$ cat config.mk
export PLATFORM = sky130hd
export DESIGN_NAME = activation_scheduler_flat
export DESIGN_NICKNAME = d
export VERILOG_FILES = /design/src/rtl/activation_scheduler_if.sv /design/src/rtl/activation_scheduler.sv /design/src/flat_wrapper.sv
export SDC_FILE = /design/constraint.sdc
export NUM_CORES = 1
export LEC_CHECK = 0
export CAP_MARGIN = 0
export CELL_PAD_IN_SITES_DETAIL_PLACEMENT = 1
export CELL_PAD_IN_SITES_GLOBAL_PLACEMENT = 1
export CORE_UTILIZATION = 34
export CTS_BUF_LIST = sky130_fd_sc_hd__clkbuf_8
export DETAILED_ROUTE_END_ITERATION = 6
export PLACE_DENSITY = 0.95
export RECOVER_POWER = 25
export SYNTH_ARGS = -nofsm -noshare
export SYNTH_HDL_FRONTEND = slang
export SYNTH_SLANG_ARGS = --single-unit
export TNS_END_PERCENT = 10
$ cat constraint.sdc
create_clock -name clk -period 4.75 [get_ports clk]
set_clock_uncertainty 0.2 [all_clocks]
set_input_delay 0.7125 -clock clk [delete_from_list [all_inputs] [get_ports clk]]
set_output_delay 0.7125 -clock clk [all_outputs]
set_load 0.005 [all_outputs]
$ cat src/rtl/activation_scheduler_if.sv
// Control, sample and result signals between the activation scheduler
// (slave) and its host/upstream/downstream environment (master).
interface activation_scheduler_if #(
   parameter int DATA_WIDTH = 16,
   parameter int TS_WIDTH   = 8
);
   logic                         start;
   logic [TS_WIDTH-1:0]          num_timesteps;
   logic                         cfg_we;
   logic signed [DATA_WIDTH-1:0] cfg_threshold;
   logic signed [DATA_WIDTH-1:0] threshold;
   logic                         in_valid;
   logic                         in_ready;
   logic signed [DATA_WIDTH-1:0] in_potential;
   logic signed [DATA_WIDTH-1:0] membrane_potential;
   logic                         step_en;
   logic                         reset_accumulated_spikes;
   logic signed [DATA_WIDTH-1:0] acc_spikes;
   logic                         out_valid;
   logic                         out_ready;
   logic signed [DATA_WIDTH-1:0] out_spikes;
   logic                         busy;
   logic [TS_WIDTH-1:0]          timestep;
   logic                         done;

   modport slave (
      input  start, num_timesteps, cfg_we, cfg_threshold,
      input  in_valid, in_potential, acc_spikes, out_ready,
      output threshold, in_ready, membrane_potential, step_en,
      output reset_accumulated_spikes, out_valid, out_spikes,
      output busy, timestep, done
   );

   modport master (
      output start, num_timesteps, cfg_we, cfg_threshold,
      output in_valid, in_potential, acc_spikes, out_ready,
      input  threshold, in_ready, membrane_potential, step_en,
      input  reset_accumulated_spikes, out_valid, out_spikes,
      input  busy, timestep, done
   );
endinterface

$ cat src/rtl/activation_scheduler.sv
// Sequences one spiking activation element through a T-timestep inference:
// clear accumulator, admit T samples, drain the element pipeline, hand off the count.
module activation_scheduler #(
   parameter int                           DATA_WIDTH   = 16,
   parameter int                           TS_WIDTH     = 8,
   parameter int                           PIPE_LAT     = 2,
   parameter logic signed [DATA_WIDTH-1:0] THRESH_RESET = 16'sd256
) (
   input  logic                  clk,
   input  logic                  rst,
   activation_scheduler_if.slave bus
);

   typedef enum logic [2:0] {
      S_IDLE,
      S_CLEAR,
      S_RUN,
      S_DRAIN,
      S_OUTPUT
   } state_t;

   localparam int                CNT_W      = (PIPE_LAT > 1) ? $clog2(PIPE_LAT) : 1;
   localparam logic [CNT_W-1:0]  DRAIN_LOAD = CNT_W'(PIPE_LAT - 1);

   state_t                       r_state;
   logic [TS_WIDTH-1:0]          r_num_ts;
   logic [TS_WIDTH-1:0]          r_timestep;
   logic [CNT_W-1:0]             r_drain_cnt;
   logic signed [DATA_WIDTH-1:0] r_threshold;
   logic signed [DATA_WIDTH-1:0] r_out_spikes;
   logic                         r_busy;
   logic                         r_in_ready;
   logic                         r_clear_acc;
   logic                         r_out_valid;

   logic                         w_start_ok;
   logic                         w_handshake;
   logic                         w_last_step;

   // A zero-length inference request is dropped rather than run.
   assign w_start_ok  = bus.start && (bus.num_timesteps != '0);
   assign w_handshake = r_in_ready && bus.in_valid;
   assign w_last_step = (r_timestep == (r_num_ts - TS_WIDTH'(1)));

   // NOTE: every register here is assigned with <= so all of them see the
   // pre-edge values of each other regardless of statement order.
   always_ff @(posedge clk or posedge rst) begin
      if (rst) begin
         r_state      <= S_IDLE;
         r_num_ts     <= '0;
         r_timestep   <= '0;
         r_drain_cnt  <= '0;
         r_threshold  <= THRESH_RESET;
         r_out_spikes <= '0;
         r_busy       <= 1'b0;
         r_in_ready   <= 1'b0;
         r_clear_acc  <= 1'b0;
         r_out_valid  <= 1'b0;
      end else begin
         case (r_state)
            S_IDLE: begin
               if (bus.cfg_we) begin
                  r_threshold <= bus.cfg_threshold;
               end
               if (w_start_ok) begin
                  r_num_ts    <= bus.num_timesteps;
                  r_timestep  <= '0;
                  r_busy      <= 1'b1;
                  r_clear_acc <= 1'b1;
                  r_state     <= S_CLEAR;
               end
            end

            S_CLEAR: begin
               r_clear_acc <= 1'b0;
               r_in_ready  <= 1'b1;
               r_state     <= S_RUN;
            end

            S_RUN: begin
               if (w_handshake) begin
                  r_timestep <= r_timestep + TS_WIDTH'(1);
                  if (w_last_step) begin
                     r_drain_cnt <= DRAIN_LOAD;
                     r_in_ready  <= 1'b0;
                     r_state     <= S_DRAIN;
                  end
               end
            end

            // Wait out the element latency so acc_spikes includes the last step.
            S_DRAIN: begin
               if (r_drain_cnt == '0) begin
                  r_out_spikes <= bus.acc_spikes;
                  r_out_valid  <= 1'b1;
                  r_state      <= S_OUTPUT;
               end else begin
                  r_drain_cnt <= r_drain_cnt - CNT_W'(1);
               end
            end

            S_OUTPUT: begin
               if (bus.out_ready) begin
                  r_out_valid <= 1'b0;
                  r_busy      <= 1'b0;
                  r_state     <= S_IDLE;
               end
            end

            default: begin
               r_busy      <= 1'b0;
               r_in_ready  <= 1'b0;
               r_clear_acc <= 1'b0;
               r_out_valid <= 1'b0;
               r_state     <= S_IDLE;
            end
         endcase
      end
   end

   assign bus.threshold                = r_threshold;
   assign bus.in_ready                 = r_in_ready;
   assign bus.step_en                  = w_handshake;
   assign bus.membrane_potential       = w_handshake ? bus.in_potential : '0;
   assign bus.reset_accumulated_spikes = r_clear_acc;
   assign bus.out_valid                = r_out_valid;
   assign bus.out_spikes               = r_out_spikes;
   assign bus.busy                     = r_busy;
   assign bus.timestep                 = r_timestep;
   assign bus.done                     = r_out_valid && bus.out_ready;

   a_step_only_when_ready : assert property (
      @(posedge clk) disable iff (rst) bus.step_en |-> bus.in_ready);

   a_valid_drops_after_done : assert property (
      @(posedge clk) disable iff (rst) bus.done |=> !bus.out_valid);

   a_result_held_under_backpressure : assert property (
      @(posedge clk) disable iff (rst)
      (bus.out_valid && !bus.out_ready) |=> (bus.out_valid && $stable(bus.out_spikes)));

endmodule

$ cat src/flat_wrapper.sv
// flat-port wrapper written by rule: the top's interface ports become plain ports
module activation_scheduler_flat 
#(
   parameter int                           DATA_WIDTH   = 16,
   parameter int                           TS_WIDTH     = 8,
   parameter int                           PIPE_LAT     = 2,
   parameter logic signed [DATA_WIDTH-1:0] THRESH_RESET = 16'sd256
)
  (clk, rst, bus_start, bus_num_timesteps, bus_cfg_we, bus_cfg_threshold, bus_in_valid, bus_in_potential, bus_acc_spikes, bus_out_ready, bus_threshold, bus_in_ready, bus_membrane_potential, bus_step_en, bus_reset_accumulated_spikes, bus_out_valid, bus_out_spikes, bus_busy, bus_timestep, bus_done);
  activation_scheduler_if #(.DATA_WIDTH(DATA_WIDTH), .TS_WIDTH(TS_WIDTH)) bus_i ();
  input  logic clk;
  input  logic rst;
  input wire logic [$bits(bus_i.start)-1:0] bus_start;
  input wire logic [$bits(bus_i.num_timesteps)-1:0] bus_num_timesteps;
  input wire logic [$bits(bus_i.cfg_we)-1:0] bus_cfg_we;
  input wire logic [$bits(bus_i.cfg_threshold)-1:0] bus_cfg_threshold;
  input wire logic [$bits(bus_i.in_valid)-1:0] bus_in_valid;
  input wire logic [$bits(bus_i.in_potential)-1:0] bus_in_potential;
  input wire logic [$bits(bus_i.acc_spikes)-1:0] bus_acc_spikes;
  input wire logic [$bits(bus_i.out_ready)-1:0] bus_out_ready;
  output wire logic [$bits(bus_i.threshold)-1:0] bus_threshold;
  output wire logic [$bits(bus_i.in_ready)-1:0] bus_in_ready;
  output wire logic [$bits(bus_i.membrane_potential)-1:0] bus_membrane_potential;
  output wire logic [$bits(bus_i.step_en)-1:0] bus_step_en;
  output wire logic [$bits(bus_i.reset_accumulated_spikes)-1:0] bus_reset_accumulated_spikes;
  output wire logic [$bits(bus_i.out_valid)-1:0] bus_out_valid;
  output wire logic [$bits(bus_i.out_spikes)-1:0] bus_out_spikes;
  output wire logic [$bits(bus_i.busy)-1:0] bus_busy;
  output wire logic [$bits(bus_i.timestep)-1:0] bus_timestep;
  output wire logic [$bits(bus_i.done)-1:0] bus_done;
  assign bus_i.start = bus_start;
  assign bus_i.num_timesteps = bus_num_timesteps;
  assign bus_i.cfg_we = bus_cfg_we;
  assign bus_i.cfg_threshold = bus_cfg_threshold;
  assign bus_i.in_valid = bus_in_valid;
  assign bus_i.in_potential = bus_in_potential;
  assign bus_i.acc_spikes = bus_acc_spikes;
  assign bus_i.out_ready = bus_out_ready;
  assign bus_threshold = bus_i.threshold;
  assign bus_in_ready = bus_i.in_ready;
  assign bus_membrane_potential = bus_i.membrane_potential;
  assign bus_step_en = bus_i.step_en;
  assign bus_reset_accumulated_spikes = bus_i.reset_accumulated_spikes;
  assign bus_out_valid = bus_i.out_valid;
  assign bus_out_spikes = bus_i.out_spikes;
  assign bus_busy = bus_i.busy;
  assign bus_timestep = bus_i.timestep;
  assign bus_done = bus_i.done;
  activation_scheduler #(.DATA_WIDTH(DATA_WIDTH), .TS_WIDTH(TS_WIDTH), .PIPE_LAT(PIPE_LAT), .THRESH_RESET(THRESH_RESET)) u_core (.clk(clk), .rst(rst), .bus(bus_i));
endmodule
== Word level (Yosys, flattened, before mapping) ==
Cells that the tools add are included.

* Muxes and demuxes: 23
* Reduce and logical (&&, ||, !) cells: 21
* Add/subtract/negate cells: 3
* Equality and inequality tests: 10
* Bitwise gates (word level): 5

{| class="wikitable"
|+ Operator list
! operator !! number
|-
| 16-bit two-way mux || 1
|-
| 8-bit two-way mux || 2
|-
| 8-bit case mux with 2 select lines || 1
|-
| 3-bit two-way mux || 5
|-
| 3-bit case mux with 5 select lines || 1
|-
| 3-bit AND reduction || 5
|-
| 3-bit OR reduction || 4
|-
| 1-bit case mux with 3 select lines || 3
|-
| 8-bit by 1-bit adder with 8-bit output, second input constant || 1
|-
| 8-bit equality test || 1
|-
| 1-bit two-way mux || 8
|-
| 2-bit AND reduction || 4
|-
| 8-bit nonzero test || 1
|-
| 8-bit by 1-bit subtractor with 8-bit output, second input constant || 1
|-
| 3-bit by 2-bit equality test with 1-bit output, second input constant || 2
|-
| 2-bit by 1-bit != test with 1-bit output, second input constant || 3
|-
| 1-bit NOT || 5
|-
| 5-bit AND reduction || 1
|-
| 2-bit != test, second input constant || 2
|-
| 1-bit case mux with 2 select lines || 2
|-
| 2-bit nonzero test || 2
|-
| 3-bit by 1-bit equality test with 1-bit output, second input constant || 1
|-
| 3-bit equality test, second input constant || 1
|-
| 1-bit logical AND || 3
|-
| other kinds (2) || 2
|}

* Word-level logic and storage cells: 72
* Input port bits: 62
* Flip-flop bits (word level): 56
* Output and inout bits: 62

== Depth between registers and ports, before layout ==
Gate-level depths: netlist of run 1.

* Depth after elaboration: 5
* Depth in mapped cells: 7
* Depth with buffers taken out: 7

== Least setup slack after synthesis of run 1 ==
Ideal clock, no wire load.

* Kind: register to register
* Start: reg u_core.r_num_ts[0]
* End: reg u_core.r_in_ready, in the netlist u_core.bus.in_ready
* Library setup time: 120 ps
* Path slack: 2,327 ps
* Buffers on the path: 0
* Clock period less this slack: 2,423 ps
* Data required time: 4,430 ps
* Arrival: 2,103 ps
* Stages on the path, launching flop included: 7
* Path through: dfrtp_1 -> or4_4 -> or4_1 -> o311ai_1 -> a21oi_2 -> a2111o_1 -> a31o_1

* Word-level cells in the longest chain between the ends: 4

{| class="wikitable"
|+ Ends and longest elaborated chain
! what !! RTL line !! RTL
|-
| from (decl) || activation_scheduler.sv:26 || <nowiki>logic [TS_WIDTH-1:0] r_num_ts;</nowiki>
|-
| from (signal assigned) || activation_scheduler.sv:66 || <nowiki>r_num_ts <= bus.num_timesteps;</nowiki>
|-
| 8-bit by 1-bit subtractor with 8-bit output || activation_scheduler.sv:43 || <nowiki>assign w_last_step = (r_timestep == (r_num_ts - TS_WIDTH'(1)));</nowiki>
|-
| 8-bit equality test || activation_scheduler.sv:43 ||
|-
| 2-bit by 1-bit != test with 1-bit output (no source line) || n/a ||
|-
| 3-bit AND reduction (no source line) || n/a ||
|-
| to (signal assigned) || activation_scheduler.sv:56 || <nowiki>r_in_ready <= 1'b0;</nowiki>
|-
| to (signal assigned) || activation_scheduler.sv:76 || <nowiki>r_in_ready <= 1'b1;</nowiki>
|-
| to (signal assigned) || activation_scheduler.sv:85 || <nowiki>r_in_ready <= 1'b0;</nowiki>
|-
| to (decl) || activation_scheduler.sv:32 || <nowiki>logic r_in_ready;</nowiki>
|}

No other way between the ends.
A chain may end at the register's enable or synchronous reset.

== Final worst setup path of run 1 ==
* Start: in bus_in_valid
* End: out bus_membrane_potential[2]

* Word-level cells in the longest chain between the ends: 2

{| class="wikitable"
|+ Ends and longest elaborated chain
! what !! RTL line !! RTL
|-
| from (decl) || flat_wrapper.sv:17 || <nowiki>input wire logic [$bits(bus_i.in_valid)-1:0] bus_in_valid;</nowiki>
|-
| 1-bit logical AND || activation_scheduler.sv:42 || <nowiki>assign w_handshake = r_in_ready && bus.in_valid;</nowiki>
|-
| 16-bit two-way mux || activation_scheduler.sv:124 || <nowiki>assign bus.membrane_potential = w_handshake ? bus.in_potential : '0;</nowiki>
|-
| to (decl) || flat_wrapper.sv:23 || <nowiki>output wire logic [$bits(bus_i.membrane_potential)-1:0] bus_membrane_potential;</nowiki>
|}

No other way between the ends.

==> flow_metrics.py, run 1 <==
metrics = {
    "setup_path": {
        "crit_path_end_kind": "primary output",
        "r2r-end": "u_core.bus.in_ready$_DFFE_PP0P_",
        "worstPathArrival_ns": 2.23,
        "path_cells": "clkdlybuf4s50_1, and3_1, clkdlybuf4s50_1",
        "worst_path_max_delay_cell": "clkdlybuf4s50_1",
        "crit_top_cell": "clkdlybuf4s50_1",
        "cp_top_family": "buffers and inverters",
        "ff2ff_path_depth": 6,
        "r2r_start": "u_core.r_num_ts[2]$_DFFE_PP0P_",
        "criticalPathCategory": "in -> out",
        "max_stage_delay_ns": 0.73,
        "rrSetupSlack_ns": 2.13,
        "crit_fanout": 17,
        "worstPathBufferInverterCount": 2,
        "crit_required_ns": 3.84,
        "start_kind": "input port",
    },
    "floorplan": {
        "core_um2": 7370,
        "start_util_pct": 35.6,
        "io_pins": 124,
        "die_h_um": 89.8,
        "fp-row-count": 31,
        "die_w_um": 89.8,
        "die_area_um2": 8070,
    },
    "placed_design": {
        "gp_congestion": 0.749,
        "place_ws_ns": 1.55,
        "portBuffers": 123,
        "dpl.hpwl_mm": 6.00,
        "place_area_um2": 3960,
    },
    "detailed_routing": {
        "vias_per_cell": 4.96,
        "drt-initial-drc-count": 86,
        "vias": 2288,
        "drt_pass1_iterations": 4,
        "wl_mm": 7.70,
        "route.detailed.drc": 0,
        "wl_per_cell_um": 16.7,
        "ant_nets": 0,
    },
    "synth": {
        "ys.flop_type": "dfrtp_1",
        "synthCells": 239,
        "avgSynthCellArea_um2": 11.0,
        "yosysSeqAreaShare_pct": 53.5,
        "synth_nets": 303,
        "mappedNetlistArea_um2": 2620,
        "ys_warn_count": 0,
        "ys_ff_latch": 56,
        "synth_edf_count": 0,
        "async_reset_ff_share_pct": 100,
        "synth_cell_types": 38,
    },
    "timing": {
        "post-route-period-util_pct": 66.1,
        "slew_headroom_pct": 38.9,
        "whs_ns": 0.314,
        "worst_slew_pin_slew_ns": 0.916,
        "fin_ws_ns": 1.61,
        "finalCriticalPeriod_ns": 3.14,
        "finalHoldViolations": 0,
        "setup_viol": 0,
        "setup_tns_ns": 0,
        "max_freq_mhz": 319,
        "rsz0062_at_grt": "no",
        "final_max_slew_viol_count": 0,
    },
    "pwr": {
        "vdd_drop_max_v": 0.000287,
        "p_per_area_nw_per_um2": 566,
        "p_leak_nw": 1.73,
    },
    "finish": {
        "final_area_um2": 4060,
        "fin_nets": 425,
        "syn2layout_area_growth_pct": 54.7,
        "drive_gt1_share_pct": 12.7,
        "antenna_cells": 0,
    },
    "run_status": {
        "outcome": "completed",
    },
    "cts": {
        "clk_latency_ns": 0.30,
        "clk_pin_slew_ns": 0.09,
        "cts_resized": 0,
        "numCtsBuffers": 5,
        "clockBufferDepth": 2,
        "hold_buffers": 0,
        "cts_sinks": 56,
        "h-tree-depth": 2,
        "cts_tree": "yes",
        "post_cts_buffers": 0,
        "clockRootBuffer": "clkbuf_8",
    },
    "global_route": {
        "antenna_found_initial": 0,
        "overflow": 0,
        "grt_pass1_vias": 2646,
        "grt_pass1_wl_mm": 12.8,
        "grt_usage_pct": 19.6,
        "grt_max_degree": 41,
    },
    "hold_path": {
        "worstHoldEndpoint": "u_core.bus.threshold[9]$_DFFE_PP0P_",
        "hold_path_depth": 1,
        "worstHoldPathType": "reg -> reg",
        "hold_path.startpoint": "u_core.bus.threshold[9]$_DFFE_PP0P_",
    },
    "job": {
        "cap_violations": 0,
    },
}
logic make-up after synthesis:
logic type	after synthesis	synth area share, %
xor+xnor	14	4.67
mux	34	14.5
simple gates	92	17.7
flops	56	53.5
buf+inv	17	2.48
compound gates	24	6.15
fa+ha+maj	2	0.954
report_power, final:
part / switching (mW) / total [mW] / internal (mW)
Combinational: 0.418 / 1.09 / 0.676
Clock: 0.150 / 0.305 / 0.155
Sequential: 0.204 / 0.899 / 0.695
Total: 0.773 / 2.30 / 1.53
worst register-to-register path: cells and delay by family, from the launching register on:
kind               cells  cell delay [ns]
and+or+nand+nor        2             1.05
AOI/OAI and AO/OA      4             0.79
DFF                    1             0.47
state kept, by name, indices dropped and copies added, names as in the netlist:
signal,flops
u_core.bus.busy,1
u_core.bus.in_ready,1
u_core.bus.out_spikes,16
u_core.bus.out_valid,1
u_core.bus.reset_accumulated_spikes,1
u_core.bus.threshold,16
u_core.bus.timestep,8
u_core.r_drain_cnt,1
u_core.r_num_ts,8
u_core.r_state,3
cells in the mapped netlist (all sizes together) (2+ instances only):
cell	number	share of area, %
a31o	2	0.67
and3b	2	0.67
clkbuf	9	1.3
nand4	2	0.48
inv	7	1.0
nor2	16	2.3
nand3	4	0.76
xor2	5	1.7
mux2	33	14
and2	4	0.95
a21oi	2	0.52
or4	2	0.72
o31ai	3	0.86
xnor2	9	3.0
dfrtp	55	52
and3	19	4.5
ha	2	0.95
o21ai	10	1.9
nand2	31	4.4
a31oi	2	0.48
nor3	5	0.95
nor4	2	0.48
through the flow:
step	utilization, %	power (mW)	instances
2_1_floorplan	-	1.41	239
3_3_place_gp	53.7	1.93	453
3_5_place_dp	53.7	2.02	453
4_1_cts	55.1	2.34	461
5_1_grt	55.1	2.46	461
6_report	55.1	2.30	461
layout by cell type, fill, tap and decap left out, types with 2 or more instances in the layout:
| master | count |
|---|---|
| xnor2_1 | 9 |
| xor2_1 | 5 |
| nor4_1 | 2 |
| nand3_1 | 4 |
| nand2_1 | 31 |
| inv_1 | 8 |
| o31ai_1 | 3 |
| dlygate4sd3_1 | 2 |
| clkdlybuf4s50_1 | 121 |
| nand4_1 | 2 |
| and3_1 | 19 |
| a31oi_1 | 2 |
| and2_1 | 4 |
| nor3_1 | 5 |
| ha_1 | 2 |
| dfrtp_1 | 55 |
| mux2_2 | 33 |
| nor2_1 | 16 |
| and3b_1 | 2 |
| clkbuf_8 | 5 |
| o21ai_0 | 10 |
metal layers:
metal | global-route usage [%] | vias to the layer above | part of all wire [%]
met5 | 0 | - | 0
met4 | 5.46 | 0 | 1.5
met3 | 6.18 | 11 | 8.1
met2 | 36.6 | 100 | 52
met1 | 21.2 | 1108 | 39
li1 | - | 1069 | -
how the worst max path moves through the flow:
stage,endpoint,slack (ns),cells past startpoint,start
floorplan,u_core.bus.in_ready$_DFFE_PP0P_,2.33,6,u_core.r_num_ts[0]$_DFFE_PP0P_
global route,bus_step_en,1.51,4,bus_in_valid
CTS,bus_membrane_potential[2],1.60,3,bus_in_valid
detailed placement,u_core.bus.timestep[7]$_DFFE_PP0P_,1.55,7,bus_in_valid
global placement,bus_step_en,1.70,4,bus_in_valid
finish,bus_membrane_potential[2],1.61,3,bus_in_valid
cell type report:
type | instances | area [µm²]
Sequential cell | 56 | 1400
Multi-Input combinational cell | 166 | 1160
Tap cell | 99 | 124
Clock inverter | 3 | 38.8
Fill cell | 810 | 3310
Inverter | 7 | 26.3
Timing Repair Buffer | 125 | 1240
Clock buffer | 5 | 68.8
No activity file was read; power rests on OpenSTA's default activity.
==> inputs of run 2 (changes only) <==
- CORE_UTILIZATION: 34 -> 31
- PLACE_DENSITY: 0.95 -> 0.91
- clock period: 4.75 -> 3.19 ns (I/O delays scaled with it)
==> flow_metrics.py, run 2 (synthesis gave the netlist of run 1 again) <==
metrics = {
    "cts": {
        "cts_sinks": 56,
        "clockRootBuffer": "clkbuf_8",
        "post_cts_buffers": 0,
        "hold_buffers": 0,
        "cts_tree": "yes",
        "h-tree-depth": 2,
        "clockBufferDepth": 2,
        "cts_resized": 0,
        "numCtsBuffers": 5,
        "clk_latency_ns": 0.31,
        "clk_pin_slew_ns": 0.11,
    },
    "detailed_routing": {
        "wl_mm": 7.49,
        "wl_per_cell_um": 16.0,
        "drt-initial-drc-count": 29,
        "vias_per_cell": 4.98,
        "vias": 2332,
        "drt_pass1_iterations": 4,
        "ant_nets": 0,
        "route.detailed.drc": 0,
    },
    "timing": {
        "final_max_slew_viol_count": 0,
        "fin_ws_ns": 0.506,
        "post-route-period-util_pct": 84.1,
        "whs_ns": 0.315,
        "setup_tns_ns": 0,
        "finalCriticalPeriod_ns": 2.68,
        "worst_slew_pin_slew_ns": 0.953,
        "max_freq_mhz": 373,
        "rsz0062_at_grt": "no",
        "slew_headroom_pct": 36.4,
        "setup_viol": 0,
        "finalHoldViolations": 0,
    },
    "placed_design": {
        "gp_congestion": 0.795,
        "place_area_um2": 3980,
        "place_ws_ns": 0.479,
        "portBuffers": 123,
        "dpl.hpwl_mm": 5.75,
    },
    "run_status": {
        "outcome": "completed",
    },
    "finish": {
        "final_cell_mix": "122 x clkdlybuf4s50_1, 55 x dfrtp_1, 33 x mux2_2",
        "drive_gt1_share_pct": 13.2,
        "utilization_pct": 49.4,
        "fillers": 929,
        "final_common_cell": "clkdlybuf4s50_1",
        "fin_nets": 426,
        "final_area_um2": 4060,
        "syn2layout_area_growth_pct": 54.6,
        "antenna_cells": 0,
    },
    "floorplan": {
        "start_util_pct": 31.9,
        "io_pins": 124,
        "core_um2": 8220,
        "die_h_um": 94,
        "die_area_um2": 8840,
        "die_w_um": 94,
        "fp-row-count": 33,
    },
    "hold_path": {
        "worstHoldPathType": "reg -> reg",
    },
    "global_route": {
        "grt_usage_pct": 18.4,
        "antenna_found_initial": 0,
        "grt_pass1_wl_mm": 12.5,
        "overflow": 0,
        "grt_max_degree": 33,
        "grt_pass1_vias": 2528,
    },
    "pwr": {
        "p_leak_nw": 1.72,
        "vdd_drop_max_v": 0.000398,
        "p_per_area_nw_per_um2": 829,
    },
    "setup_path": {
        "crit_required_ns": 2.51,
        "crit_path_end_kind": "primary output",
        "crit_fanout": 17,
        "criticalPathCategory": "in -> out",
        "worstPathArrival_ns": 2.01,
        "start_kind": "input port",
    },
    "job": {
        "cap_violations": 0,
    },
}
run 2: per-stage QoR:
stage | instances | total power, mW
after detailed placement | 460 | 3.00
final | 468 | 3.36
after global placement | 460 | 2.91
after floorplan | 239 | 2.10
after global routing | 468 | 3.63
after CTS | 468 | 3.42
run 2: area by class of cell:
class                      count  area [µm²]  share of cell area, %
clock buffer                   5        68.8                   1.70
clock inverter                 3        20.0                  0.494
inverter                       7        26.3                  0.648
multi-input combinational    166        1160                   28.5
sequential                    56        1400                   34.6
tap                          105         131                   3.24
timing repair buffer         126        1250                   30.8
run 2: final timing paths:
path | from | to | slack (ns) | cells after the start
worst min register to register | u_core.bus.out_spikes[14]$_DFFE_PP0P_ | u_core.bus.out_spikes[14]$_DFFE_PP0P_ | 0.32 | 1
max in group asynchronous | rst | u_core.r_num_ts[7]$_DFFE_PP0P_ | 0.83 | 3
worst min-delay path | u_core.bus.out_spikes[14]$_DFFE_PP0P_ | u_core.bus.out_spikes[14]$_DFFE_PP0P_ | 0.32 | 1
worst max register to register | u_core.r_num_ts[0]$_DFFE_PP0P_ | u_core.r_drain_cnt$_DFFE_PP0P_ | 0.60 | 6
worst max-delay path | bus_in_valid | bus_step_en | 0.51 | 4
min in group asynchronous | rst | u_core.bus.threshold[13]$_DFFE_PP0P_ | 0.63 | 2
run 2: worst max-delay path, cell delays in order:
cell	delay, ns
clkdlybuf4s50_1	0.73
nand2_1	0.19
inv_1	0.09
clkdlybuf4s50_1	0.51
run 2: where the power goes:
group          total, mW  internal (mW)  leakage [nW]  switching, mW
logic               1.64           1.02         0.994          0.622
registers           1.33           1.03         0.680          0.297
clock network      0.393          0.154        0.0455          0.240
run 2: per-layer routing:
layer / global-route usage (%) / up-vias / routed length (µm)
li1: - / 1081 / -
met1: 21.5 / 1173 / 2960
met2: 32.5 / 70 / 4000
met3: 5.10 / 8 / 444
met4: 5.51 / 0 / 83
met5: 0 / - / 0
==> inputs of run 3 (changes only) <==
- clock period: 3.19 -> 2.6 ns (I/O delays scaled with it)
==> flow_metrics.py, run 3 (synthesis gave the netlist of run 1 again) <==
metrics = {
    "timing": {
        "post-route-period-util_pct": 98.1,
        "setup_viol": 0,
        "final_max_slew_viol_count": 0,
        "rsz0062_at_grt": "yes",
        "finalCriticalPeriod_ns": 2.55,
        "worst_slew_pin_slew_ns": 0.918,
        "slew_headroom_pct": 38.7,
        "max_freq_mhz": 392,
        "finalHoldViolations": 0,
    },
    "setup_path": {
        "r2r-end": "u_core.bus.in_ready$_DFFE_PP0P_",
        "worst_path_max_delay_cell": "or4_4",
        "worstPathBufferInverterCount": 0,
        "r2r_start": "u_core.r_num_ts[0]$_DFFE_PP0P_",
        "crit_path_end_kind": "register",
        "criticalPathCategory": "reg -> reg",
        "rrSetupSlack_ns": 0.05,
        "ff2ff_path_depth": 6,
        "crit_required_ns": 2.59,
        "path_cells": "or4_4, or4_1, o311ai_1, a21oi_2, a2111o_1, a31o_1",
        "cp_top_family": "simple AND/OR/NAND/NOR gates",
        "worstPathArrival_ns": 2.54,
        "max_stage_delay_ns": 0.57,
        "crit_fanout": 4,
        "start_kind": "register",
    },
    "global_route": {
        "grt_max_degree": 35,
        "grt_pass1_vias": 2532,
        "grt_usage_pct": 17.4,
        "grt_pass1_wl_mm": 12.1,
        "overflow": 0,
        "antenna_found_initial": 0,
    },
    "finish": {
        "final_common_cell": "clkdlybuf4s50_1",
        "final_area_um2": 4150,
        "antenna_cells": 0,
        "fillers": 922,
        "utilization_pct": 50.5,
        "syn2layout_area_growth_pct": 58.3,
        "instances_no_fill": 473,
        "fin_nets": 431,
        "drive_gt1_share_pct": 14.4,
        "final_cell_mix": "122 x clkdlybuf4s50_1, 55 x dfrtp_1, 33 x mux2_2",
    },
    "run_status": {
        "outcome": "completed",
    },
    "cts": {
        "hold_buffers": 0,
        "numCtsBuffers": 5,
        "cts_sinks": 56,
        "clockBufferDepth": 2,
        "clk_pin_slew_ns": 0.10,
        "cts_tree": "yes",
        "post_cts_buffers": 0,
        "clk_latency_ns": 0.30,
        "cts_resized": 0,
        "h-tree-depth": 2,
        "clockRootBuffer": "clkbuf_8",
    },
    "placed_design": {
        "portBuffers": 123,
        "gp_congestion": 0.768,
        "place_area_um2": 4020,
        "placedCellCount": 465,
        "dpl.hpwl_mm": 5.72,
    },
    "detailed_routing": {
        "drt_pass1_iterations": 4,
        "ant_nets": 0,
        "vias_per_cell": 4.89,
        "vias": 2314,
        "route.detailed.drc": 0,
        "wl_mm": 7.31,
        "drt-initial-drc-count": 51,
        "wl_per_cell_um": 15.5,
    },
    "pwr": {
        "p_per_area_nw_per_um2": 1040,
        "vdd_drop_max_v": 0.000459,
        "p_leak_nw": 1.77,
        "fin_total_pwr_mw": 4.33,
    },
    "job": {
        "cap_violations": 0,
    },
    "hold_path": {
        "hold_path.startpoint": "u_core.bus.threshold[4]$_DFFE_PP0P_",
        "worstHoldEndpoint": "u_core.bus.threshold[4]$_DFFE_PP0P_",
        "hold_path_depth": 1,
        "worstHoldPathType": "reg -> reg",
    },
    "floorplan": {
        "die_area_um2": 8840,
        "io_pins": 124,
        "core_um2": 8220,
        "fp-row-count": 33,
        "die_h_um": 94,
        "die_w_um": 94,
        "start_util_pct": 31.9,
    },
}
[run 3: cell types whose count changed in the layout (fill, tap and decap cells not counted), sizes merged]
cell / previous run / this run
bufinv: 0 / 2
buf: 2 / 8
clkinv: 1 / 0
clkbuf: 6 / 5
clkinvlp: 1 / 0
[run 3: power by group]
| part | total (mW) | switching [mW] | leakage [nW] | internal [mW] |
|---|---|---|---|---|
| Combinational | 2.08 | 0.798 | 1.03 | 1.28 |
| Sequential | 1.60 | 0.327 | 0.680 | 1.27 |
| Clock | 0.652 | 0.271 | 0.0695 | 0.381 |
| Total | 4.33 | 1.40 | 1.77 | 2.93 |
[run 3: area by class of cell]
type                    count  area, µm²  area share, %
clock inverters             3       63.8           1.54
clock buffers               5       68.8           1.66
repair buffers            131       1300           31.4
inverters                   7       26.3          0.633
well taps                 105        131           3.16
flip-flops and latches     56       1400           33.8
multi-input cells         166       1160           27.8
[run 3: worst max-delay path by stage]
| stage | start | to | slack [ns] | depth (start not counted) |
|---|---|---|---|---|
| final | u_core.r_num_ts[0]$_DFFE_PP0P_ | u_core.bus.in_ready$_DFFE_PP0P_ | 0.05 | 6 |
| after global routing | u_core.r_num_ts[0]$_DFFE_PP0P_ | u_core.r_state[0]$_DFFE_PP0P_ | -0.01 | 6 |
| after CTS | u_core.r_num_ts[0]$_DFFE_PP0P_ | u_core.bus.in_ready$_DFFE_PP0P_ | 0.04 | 6 |
| after detailed placement | u_core.r_num_ts[0]$_DFFE_PP0P_ | u_core.bus.in_ready$_DFFE_PP0P_ | 0.06 | 6 |
| after global placement | u_core.r_num_ts[0]$_DFFE_PP0P_ | u_core.bus.in_ready$_DFFE_PP0P_ | 0.09 | 6 |
| after floorplan | u_core.r_num_ts[0]$_DFFE_PP0P_ | u_core.bus.in_ready$_DFFE_PP0P_ | 0.18 | 6 |
[run 3: stage by stage]
stage	TNS, ns	hold WS, ns	setup WS [ns]
final	0	0.313	0.0487
after global routing	-0.0169	0.335	-0.0130
after detailed placement	0	0.295	0.0559
after CTS	0	0.248	0.0427
after floorplan	0	0.267	0.177
after global placement	0	0.285	0.0916
[run 3: routing by layer]
metal	vias to the layer above	track usage, %	routed length (µm)
li1	1087	-	-
met1	1144	20.8	2950
met2	75	31.8	3880
met3	8	4.21	447
met4	0	3.08	41
met5	-	0	0
